$ cat config.mk
export PLATFORM = sky130hd
export DESIGN_NAME = piso_shift_reg_flat
export DESIGN_NICKNAME = d
export VERILOG_FILES = /design/src/rtl/piso_pkg.sv /design/src/rtl/piso_shift_reg_if.sv /design/src/rtl/piso_bit_counter.sv /design/src/rtl/piso_shift_reg.sv /design/src/flat_wrapper.sv
export SDC_FILE = /design/constraint.sdc
export NUM_CORES = 1
export LEC_CHECK = 0
export CAP_MARGIN = 20
export CORE_MARGIN = 2
export CORE_UTILIZATION = 45
export CTS_BUF_LIST = sky130_fd_sc_hd__clkbuf_8
export DETAILED_ROUTE_END_ITERATION = 8
export GPL_ROUTABILITY_DRIVEN = 0
export GPL_TIMING_DRIVEN = 0
export PLACE_DENSITY = 0.7
export SYNTH_ARGS = -nofsm -noshare
export SYNTH_HDL_FRONTEND = slang
export SYNTH_HIERARCHICAL = 1
export SYNTH_SLANG_ARGS = --single-unit
$ cat constraint.sdc
create_clock -name clk -period 2.45 [get_ports clk]
set_input_delay 0.49 -clock clk [delete_from_list [all_inputs] [get_ports clk]]
set_output_delay 0.49 -clock clk [all_outputs]
set_load 0.03 [all_outputs]
$ cat src/rtl/piso_pkg.sv
// Shared types and constants for the PISO shift register.
// Holds the FSM state encoding and width defaults.
package piso_pkg;

   localparam int DEF_WIDTH = 8;
   localparam int MIN_WIDTH = 2;
   localparam int MAX_WIDTH = 32;

   typedef enum logic {
      IDLE  = 1'b0,
      SHIFT = 1'b1
   } state_t;

   // Counter width able to hold 0..w
   function automatic int cnt_w(input int w);
      return $clog2(w + 1);
   endfunction

endpackage

$ cat src/rtl/piso_shift_reg_if.sv
// Load / serial-out bundle for the PISO shift register.
// master = word producer and bit consumer, slave = serializer.
interface piso_shift_reg_if #(
   parameter int WIDTH = 8
);

   logic             load_valid;
   logic             load_ready;
   logic [WIDTH-1:0] din;
   logic             shift_en;
   logic             sout;
   logic             sout_valid;
   logic             busy;
   logic             done;

   modport master (
      output load_valid,
      output din,
      output shift_en,
      input  load_ready,
      input  sout,
      input  sout_valid,
      input  busy,
      input  done
   );

   modport slave (
      input  load_valid,
      input  din,
      input  shift_en,
      output load_ready,
      output sout,
      output sout_valid,
      output busy,
      output done
   );

endinterface

$ cat src/rtl/piso_bit_counter.sv
// Bit position counter for the serializer.
// Counts 0..WIDTH-1 and saturates; last flags the final bit.
module piso_bit_counter
   import piso_pkg::*;
#(
   parameter int WIDTH = DEF_WIDTH,
   localparam int CW = cnt_w(WIDTH)
) (
   input  logic          clk,
   input  logic          rst,
   input  logic          clr,
   input  logic          inc,
   output logic [CW-1:0] count,
   output logic          last
);

   logic [CW-1:0] r_count;

   assign last  = (r_count == CW'(WIDTH - 1));
   assign count = r_count;

   // Clear wins over increment; never advance past the last bit
   always_ff @(posedge clk or posedge rst) begin
      if (rst) begin
         r_count <= '0;
      end else if (clr) begin
         r_count <= '0;
      end else if (inc && !last) begin
         r_count <= r_count + CW'(1);
      end
   end

endmodule

$ cat src/rtl/piso_shift_reg.sv
// Parallel-in serial-out shift register with load handshake.
// Two-state FSM; supports back-to-back words without a gap.
module piso_shift_reg
   import piso_pkg::*;
#(
   parameter int WIDTH     = DEF_WIDTH,
   parameter bit MSB_FIRST = 1'b1,
   localparam int CW = cnt_w(WIDTH)
) (
   input  logic             clk,
   input  logic             rst,
   piso_shift_reg_if.slave  bus
);

   state_t           r_state;
   state_t           w_state_nxt;
   logic [WIDTH-1:0] r_sreg;
   logic [WIDTH-1:0] w_sreg_nxt;
   logic             r_done;
   logic             w_done_nxt;

   logic             w_ready;
   logic             w_load;
   logic             w_consume;
   logic             w_last;
   logic             w_clr;
   logic             w_inc;
   logic             w_bit;
   logic [CW-1:0]    w_count;

   // Handshake and bit-consumption qualifiers
   assign w_consume = (r_state == SHIFT) && bus.shift_en;
   assign w_ready   = (r_state == IDLE) || (w_consume && w_last);
   assign w_load    = bus.load_valid && w_ready;

   // Restart the count on a new word or when a word ends
   assign w_clr = w_load || (w_consume && w_last);
   assign w_inc = w_consume && !w_last;

   piso_bit_counter #(
      .WIDTH (WIDTH)
   ) u_cnt (
      .clk   (clk),
      .rst   (rst),
      .clr   (w_clr),
      .inc   (w_inc),
      .count (w_count),
      .last  (w_last)
   );

   // Current serial bit depends on shift direction
   assign w_bit = MSB_FIRST ? r_sreg[WIDTH-1] : r_sreg[0];

   assign bus.load_ready = w_ready;
   assign bus.busy       = (r_state == SHIFT);
   assign bus.sout_valid = (r_state == SHIFT);
   assign bus.sout       = (r_state == SHIFT) && w_bit;
   assign bus.done       = r_done;

   // Next-state, next shift contents and done pulse
   always_comb begin
      w_state_nxt = r_state;
      w_sreg_nxt  = r_sreg;
      w_done_nxt  = 1'b0;
      unique case (r_state)
         IDLE: begin
            if (w_load) begin
               w_state_nxt = SHIFT;
               w_sreg_nxt  = bus.din;
            end
         end
         SHIFT: begin
            if (w_consume) begin
               if (MSB_FIRST) begin
                  w_sreg_nxt = {r_sreg[WIDTH-2:0], 1'b0};
               end else begin
                  w_sreg_nxt = {1'b0, r_sreg[WIDTH-1:1]};
               end
               if (w_last) begin
                  w_done_nxt = 1'b1;
                  if (w_load) begin
                     w_sreg_nxt = bus.din;
                  end else begin
                     w_state_nxt = IDLE;
                  end
               end
            end
         end
         default: begin
            w_state_nxt = IDLE;
         end
      endcase
   end

   // State, shift register and done register
   always_ff @(posedge clk or posedge rst) begin
      if (rst) begin
         r_state <= IDLE;
         r_sreg  <= '0;
         r_done  <= 1'b0;
      end else begin
         r_state <= w_state_nxt;
         r_sreg  <= w_sreg_nxt;
         r_done  <= w_done_nxt;
      end
   end

   // The counter must stay within the word
   a_cnt_range : assert property (
      @(posedge clk) disable iff (rst)
      w_count <= CW'(WIDTH - 1)
   );

endmodule

$ cat src/flat_wrapper.sv
// flat-port wrapper written by rule: the top's interface ports become plain ports
module piso_shift_reg_flat import piso_pkg::*;
#(
   parameter int WIDTH     = DEF_WIDTH,
   parameter bit MSB_FIRST = 1'b1,
   localparam int CW = cnt_w(WIDTH)
)
  (clk, rst, bus_load_valid, bus_din, bus_shift_en, bus_load_ready, bus_sout, bus_sout_valid, bus_busy, bus_done);
  piso_shift_reg_if #(.WIDTH(WIDTH)) bus_i ();
  input  logic clk;
  input  logic rst;
  input wire logic [$bits(bus_i.load_valid)-1:0] bus_load_valid;
  input wire logic [$bits(bus_i.din)-1:0] bus_din;
  input wire logic [$bits(bus_i.shift_en)-1:0] bus_shift_en;
  output wire logic [$bits(bus_i.load_ready)-1:0] bus_load_ready;
  output wire logic [$bits(bus_i.sout)-1:0] bus_sout;
  output wire logic [$bits(bus_i.sout_valid)-1:0] bus_sout_valid;
  output wire logic [$bits(bus_i.busy)-1:0] bus_busy;
  output wire logic [$bits(bus_i.done)-1:0] bus_done;
  assign bus_i.load_valid = bus_load_valid;
  assign bus_i.din = bus_din;
  assign bus_i.shift_en = bus_shift_en;
  assign bus_load_ready = bus_i.load_ready;
  assign bus_sout = bus_i.sout;
  assign bus_sout_valid = bus_i.sout_valid;
  assign bus_busy = bus_i.busy;
  assign bus_done = bus_i.done;
  piso_shift_reg #(.WIDTH(WIDTH), .MSB_FIRST(MSB_FIRST)) u_core (.clk(clk), .rst(rst), .bus(bus_i));
endmodule
; ---- Word-level counts from Yosys, hierarchy flattened
; Cells that the tools add are included.
[word_totals]
in_bits = 12
out_inout_bits = 5
wordCells = 34
register_bits = 14
[classes]
add_sub_neg = 1
n_reduce_logical = 11
eq_ne = 3
mux = 14
n_bitwise = 1
[ops]
columns = operator, n
row1 = 8-bit two-way mux, 4
row2 = 8-bit case mux with 2 select lines, 1
row3 = 4-bit two-way mux, 2
row4 = 1-bit logical AND, 6
row5 = 1-bit two-way mux, 6
row6 = 4-bit by 1-bit adder with 4-bit output (second input constant), 1
row7 = 4-bit by 3-bit equality test with 1-bit output (second input constant), 1
row8 = 1-bit logical OR, 2
row9 = 2-bit by 1-bit inequality test with 1-bit output (second input constant), 1
row10 = 2-bit inequality test (second input constant), 1
row11 = 1-bit case mux with 2 select lines, 1
row12 = 2-bit AND reduction, 1
row13 = 2-bit nonzero test, 1
row14 = 1-bit logical NOT, 1
row15 = 1-bit NOT, 1

; ---- Logic depth before layout (Yosys ltp)
[logic_depth]
depth_word = 8
ltp_mapped = 6
ltp_nobuf = 6

; ---- Modules after synthesis
; The synthesis kept the hierarchy.
[modules_own_cells]
columns = mod, n_inst, area_per_inst_um2, seq_area_each_um2, cells_per_inst
row1 = piso_shift_reg, 1, 614.3, 250.2, 62
row2 = piso_bit_counter, 1, 215.2, 100.1, 21

; ---- Worst setup path after synthesis
; No wires, ideal clock.
[synth_timing]
path_type = reg2reg
from = register u_core.r_state, in the netlist u_core/bus.busy
to = register u_core.u_cnt.r_count[0], in the netlist u_core/u_cnt/count[0]
stages_incl_launch_ff = 6
setup_slack_ps = 768
n_path_buf = 1
arrival_ps = 1557
path_cell_list = dfrtp_1 -> buf_4 -> nand2_1 -> nor2_1 -> nor2b_1 -> mux2_2
[synth_lines]
columns = item, line
row1 = "start, declared", piso_shift_reg.sv:15  ; state_t r_state;
row2 = "start signal, assigned", piso_shift_reg.sv:102  ; r_state <= w_state_nxt;
row3 = 1-bit logical AND, piso_shift_reg.sv:32  ; assign w_consume = (r_state == SHIFT) && bus.shift_en;
row4 = 1-bit logical AND, piso_shift_reg.sv:38  ; assign w_inc = w_consume && !w_last;
row5 = named net u_core.w_inc, piso_shift_reg.sv:27  ; logic w_inc;
row6 = 1-bit logical AND, piso_bit_counter.sv:28  ; end else if (inc && !last) begin
row7 = 2-bit nonzero test (no source line), --
row8 = "end signal, assigned", piso_bit_counter.sv:29  ; r_count <= r_count + CW'(1);
row9 = "end, declared", piso_bit_counter.sv:17  ; logic [CW-1:0] r_count;
; The timed path passes the listed nets, and every way through them passes these cells.
; A chain may end at the register's enable or synchronous reset.

; ---- Worst setup path in the final report
[layout_timing]
from = register u_core.r_state, in the netlist u_core/bus.busy
to = output bus_sout
[layout_via]
elab_chain_cells = 1
[layout_rtl]
columns = item, line
row1 = 1-bit logical AND, piso_shift_reg.sv:57  ; assign bus.sout = (r_state == SHIFT) && w_bit;
row2 = "end, declared", flat_wrapper.sv:16  ; output wire logic [$bits(bus_i.sout)-1:0] bus_sout;
; Every way passes these cells.

==> run summary <==
Run status
- **result of the run** complete, no violations

Synth
- **number of synthesized register bits** 14
- **synthesized area** 829.5 um^2
- **sequential element share of the synthesized area** 42.23%
- **Net Count, Synth** 96
- **number of flops mapped to enable cells by yosys** 0
- **flip-flop cell with the highest count after synthesis** sky130_fd_sc_hd__dfrtp_1
- **count of cell types in the netlist** 25
- **synth top area cells** sky130_fd_sc_hd__dfrtp_1 42%, sky130_fd_sc_hd__mux2i_1 11%, sky130_fd_sc_hd__a21oi_1 5.4%, sky130_fd_sc_hd__mux2_2 5.4%, sky130_fd_sc_hd__or2b_1 5.4%
- **portion of synthesized cell area occupied by the leading cell type** 42.23%
- **average instance area after synthesis** 9.995 um^2
- **leading area contributor after synthesis** sky130_fd_sc_hd__dfrtp_1
- **share of flip-flops with an asynchronous set or reset** 100.0%
- **Mapped Cells** 83
- **YS warnings** 6

Setup path
- **origin of the worst setup path** u_core/bus.busy$_DFF_PP0_
- **r2r startpoint** u_core/u_cnt/count[0]$_DFFE_PP0P_
- **Critical Path RT** 1.96 ns
- **type of element launching the critical path** register
- **critical setup path kind** reg -> out
- **worst endpoint data arrival time** 1.78 ns
- **R2R cell count** 5
- **maximum fanout encountered on the critical timing path** 10
- **register-to-register setup slack** 0.59 ns
- **Setup crit end kind** output port
- **destination of the critical timing path** bus_sout
- **Crit Reg-Reg Endpoint** u_core/u_cnt/count[0]$_DFFE_PP0P_

Clocking
- **root cell of the clock tree** sky130_fd_sc_hd__clkbuf_8
- **Sink Count** 14
- **TritonCTS clock tree** built
- **count of H-tree levels built during CTS** 1
- **Bufs on Longest Clock Path** 2
- **worst-skew pair later-pin latency** 0.24 ns
- **Post-CTS Setup Repair Bufs** 0
- **CTS Hold Bufs** 0
- **TritonCTS buffer count** 3
- **clock transition at the registers of the reported paths** 0.06 ns

GRT
- **gr ovfl total** 0
- **antenna violations before repair** 0
- **number of global-route vias before repair** 655
- **Overall Global Routing Usage** 18.46%
- **wire length of the first global-routing pass** 2773 um
- **pin count of the biggest net entering global routing** 11

Pwr
- **final total power** 0.001013 W
- **maximum vdd ir drop** 0.5625 mV
- **LEAKAGE** 0.5223 nW
- **power density over cell area** 963.9 nW/um^2

Floorplanning
- **Boundary Pins** 17
- **number of rows created at floorplan** 15
- **Vert. Die Dim** 46.94 um
- **area of the die** 2203 um^2
- **effective utilization at floorplan** 48.04%
- **chip width** 46.94 um
- **Floorplan Core Area** 1727 um^2

Worst hold path
- **Hold Crit Class** in -> async

Timing
- **tightest slew margin relative to the limit** 72.45%
- **final-report setup violation count** 0
- **Slew @ Worst Pin** 0.4128 ns
- **post-route worst setup slack** 0.1799 ns
- **shortest clock period the worst path allows after layout** 2.270 ns
- **total negative slack for setup checks** 0 ns
- **count of final hold-check violations** 0
- **pins over their slew limit** 0
- **post-route clock skew** 0.0009310 ns
- **unrepaired setup endpoints after global routing** no
- **final critical-path share of the clock period** 92.66%
- **peak clock frequency supported by timing** 440.5 MHz

Placed design
- **sum of net half-perimeters after detailed placement** 1239 um
- **DP Cell Count** 123
- **post-placement worst setup slack** 0.1220 ns
- **area of placed instances** 1011 um^2
- **number of I/O port buffers** 15

Detailed routing
- **detailed-router iteration count before antenna repair** 4
- **total via count in the routed design** 648
- **iteration-0 DRC count of the detailed router** 5
- **post-route ant nets** 0
- **WL final** 1704 um
- **mean number of vias per cell** 5.143
- **average routed wire per standard cell** 13.52 um
- **detailed-route DRC error count** 0

Final layout
- **Synth-to-Final Area Change** 26.70%
- **layout cells sized above 1** 12.87%
- **n_diodes** 0
- **Final Instance Count excl. Fillers** 126
- **highest-count cells in the layout ignoring fill and taps** 14 x sky130_fd_sc_hd__clkdlybuf4s50_1, 14 x sky130_fd_sc_hd__dfrtp_1, 9 x sky130_fd_sc_hd__mux2i_1, 9 x sky130_fd_sc_hd__a21oi_1, 7 x sky130_fd_sc_hd__o22ai_1
- **final instance area** 1051 um^2
- **final net count** 116

Flow run
- **Max-cap violations** 0

[logic make-up (layout without fill, tap and decap cells)]
kind of cell / Yosys count / after routing / synth area share [%]
compound gates: 17 / 17 / 11.76
fa+ha+maj: 1 / 1 / 1.508
buf+inv: 8 / 26 / 5.579
flops: 14 / 14 / 42.23
mux: 13 / 13 / 16.29
simple gates: 30 / 30 / 22.62
[timing repair]
action / in CTS / in global routing
endpoints found under the setup margin: 1 / 0
resized for setup: 1 / 0
hold endpoints to repair: 0 / 0
[flip-flops by register name, indices dropped and copies added (netlist names)]
register            flops
u_core/bus.done         1
u_core/r_sreg           8
u_core/bus.busy         1
u_core/u_cnt/count      4
[layer usage]
metal,part of all wire (%),GRT usage (%)
met1,47,22.54
met2,47,29.86
met3,4.1,2.692
met4,2.5,12.78
met5,0,0
[cell type report]
| cell class | instances | area (um^2) |
|---|---|---|
| clock buffers | 3 | 41.29 |
| repair buffers | 15 | 148.9 |
| fillers | 160 | 675.6 |
| well taps | 25 | 31.28 |
| flip-flops and latches | 14 | 350.3 |
| plain buffers | 4 | 31.28 |
| inverters | 4 | 15.01 |
| multi-input cells | 61 | 432.9 |
[report_power, final]
part | total, W | internal [W] | switching [W]
combinational | 0.000444 | 0.000223 | 0.000221
sequential | 0.000381 | 0.000322 | 0.0000588
clock | 0.000188 | 0.000109 | 0.0000794
total | 0.00101 | 0.000654 | 0.000359
[how the worst min path moves through the flow]
stage / slack [ns] / end
2_1_floorplan: 0.26 / u_core/u_cnt/count[0]$_DFFE_PP0P_
3_3_place_gp: 0.53 / u_core/r_sreg[3]$_DFFE_PP0P_
3_5_place_dp: 0.54 / u_core/u_cnt/count[3]$_DFFE_PP0P_
4_1_cts: 0.45 / u_core/u_cnt/count[1]$_DFFE_PP0P_
5_1_grt: 0.50 / u_core/u_cnt/count[1]$_DFFE_PP0P_
6_report: 0.45 / u_core/u_cnt/count[1]$_DFFE_PP0P_
[critical path: stages, from the launching register on]
cell and delay (ns):
sky130_fd_sc_hd__dfrtp_1 0.50, sky130_fd_sc_hd__buf_4 0.23, sky130_fd_sc_hd__and2_1 0.14, sky130_fd_sc_hd__clkdlybuf4s50_1 0.66
[synth_stat cells, drive strengths merged, types with 4 or more instances]
| master | n |
|---|---|
| or2b | 6 |
| nand2 | 6 |
| nand2b | 6 |
| inv | 4 |
| dfrtp | 14 |
| mux2 | 4 |
| buf | 4 |
| mux2i | 9 |
| a21oi | 9 |
| o22ai | 7 |
[metrics by stage]
| step | hold slack, ns | utilization [%] |
|---|---|---|
| after detailed placement | 0.5433 | 58.55 |
| after global routing | 0.4974 | 60.87 |
| final | 0.4472 | 60.87 |
| after CTS | 0.4466 | 60.87 |
| after global placement | 0.5297 | 58.55 |
| after floorplan | 0.2561 | - |
No activity file was read; power rests on OpenSTA's default activity.
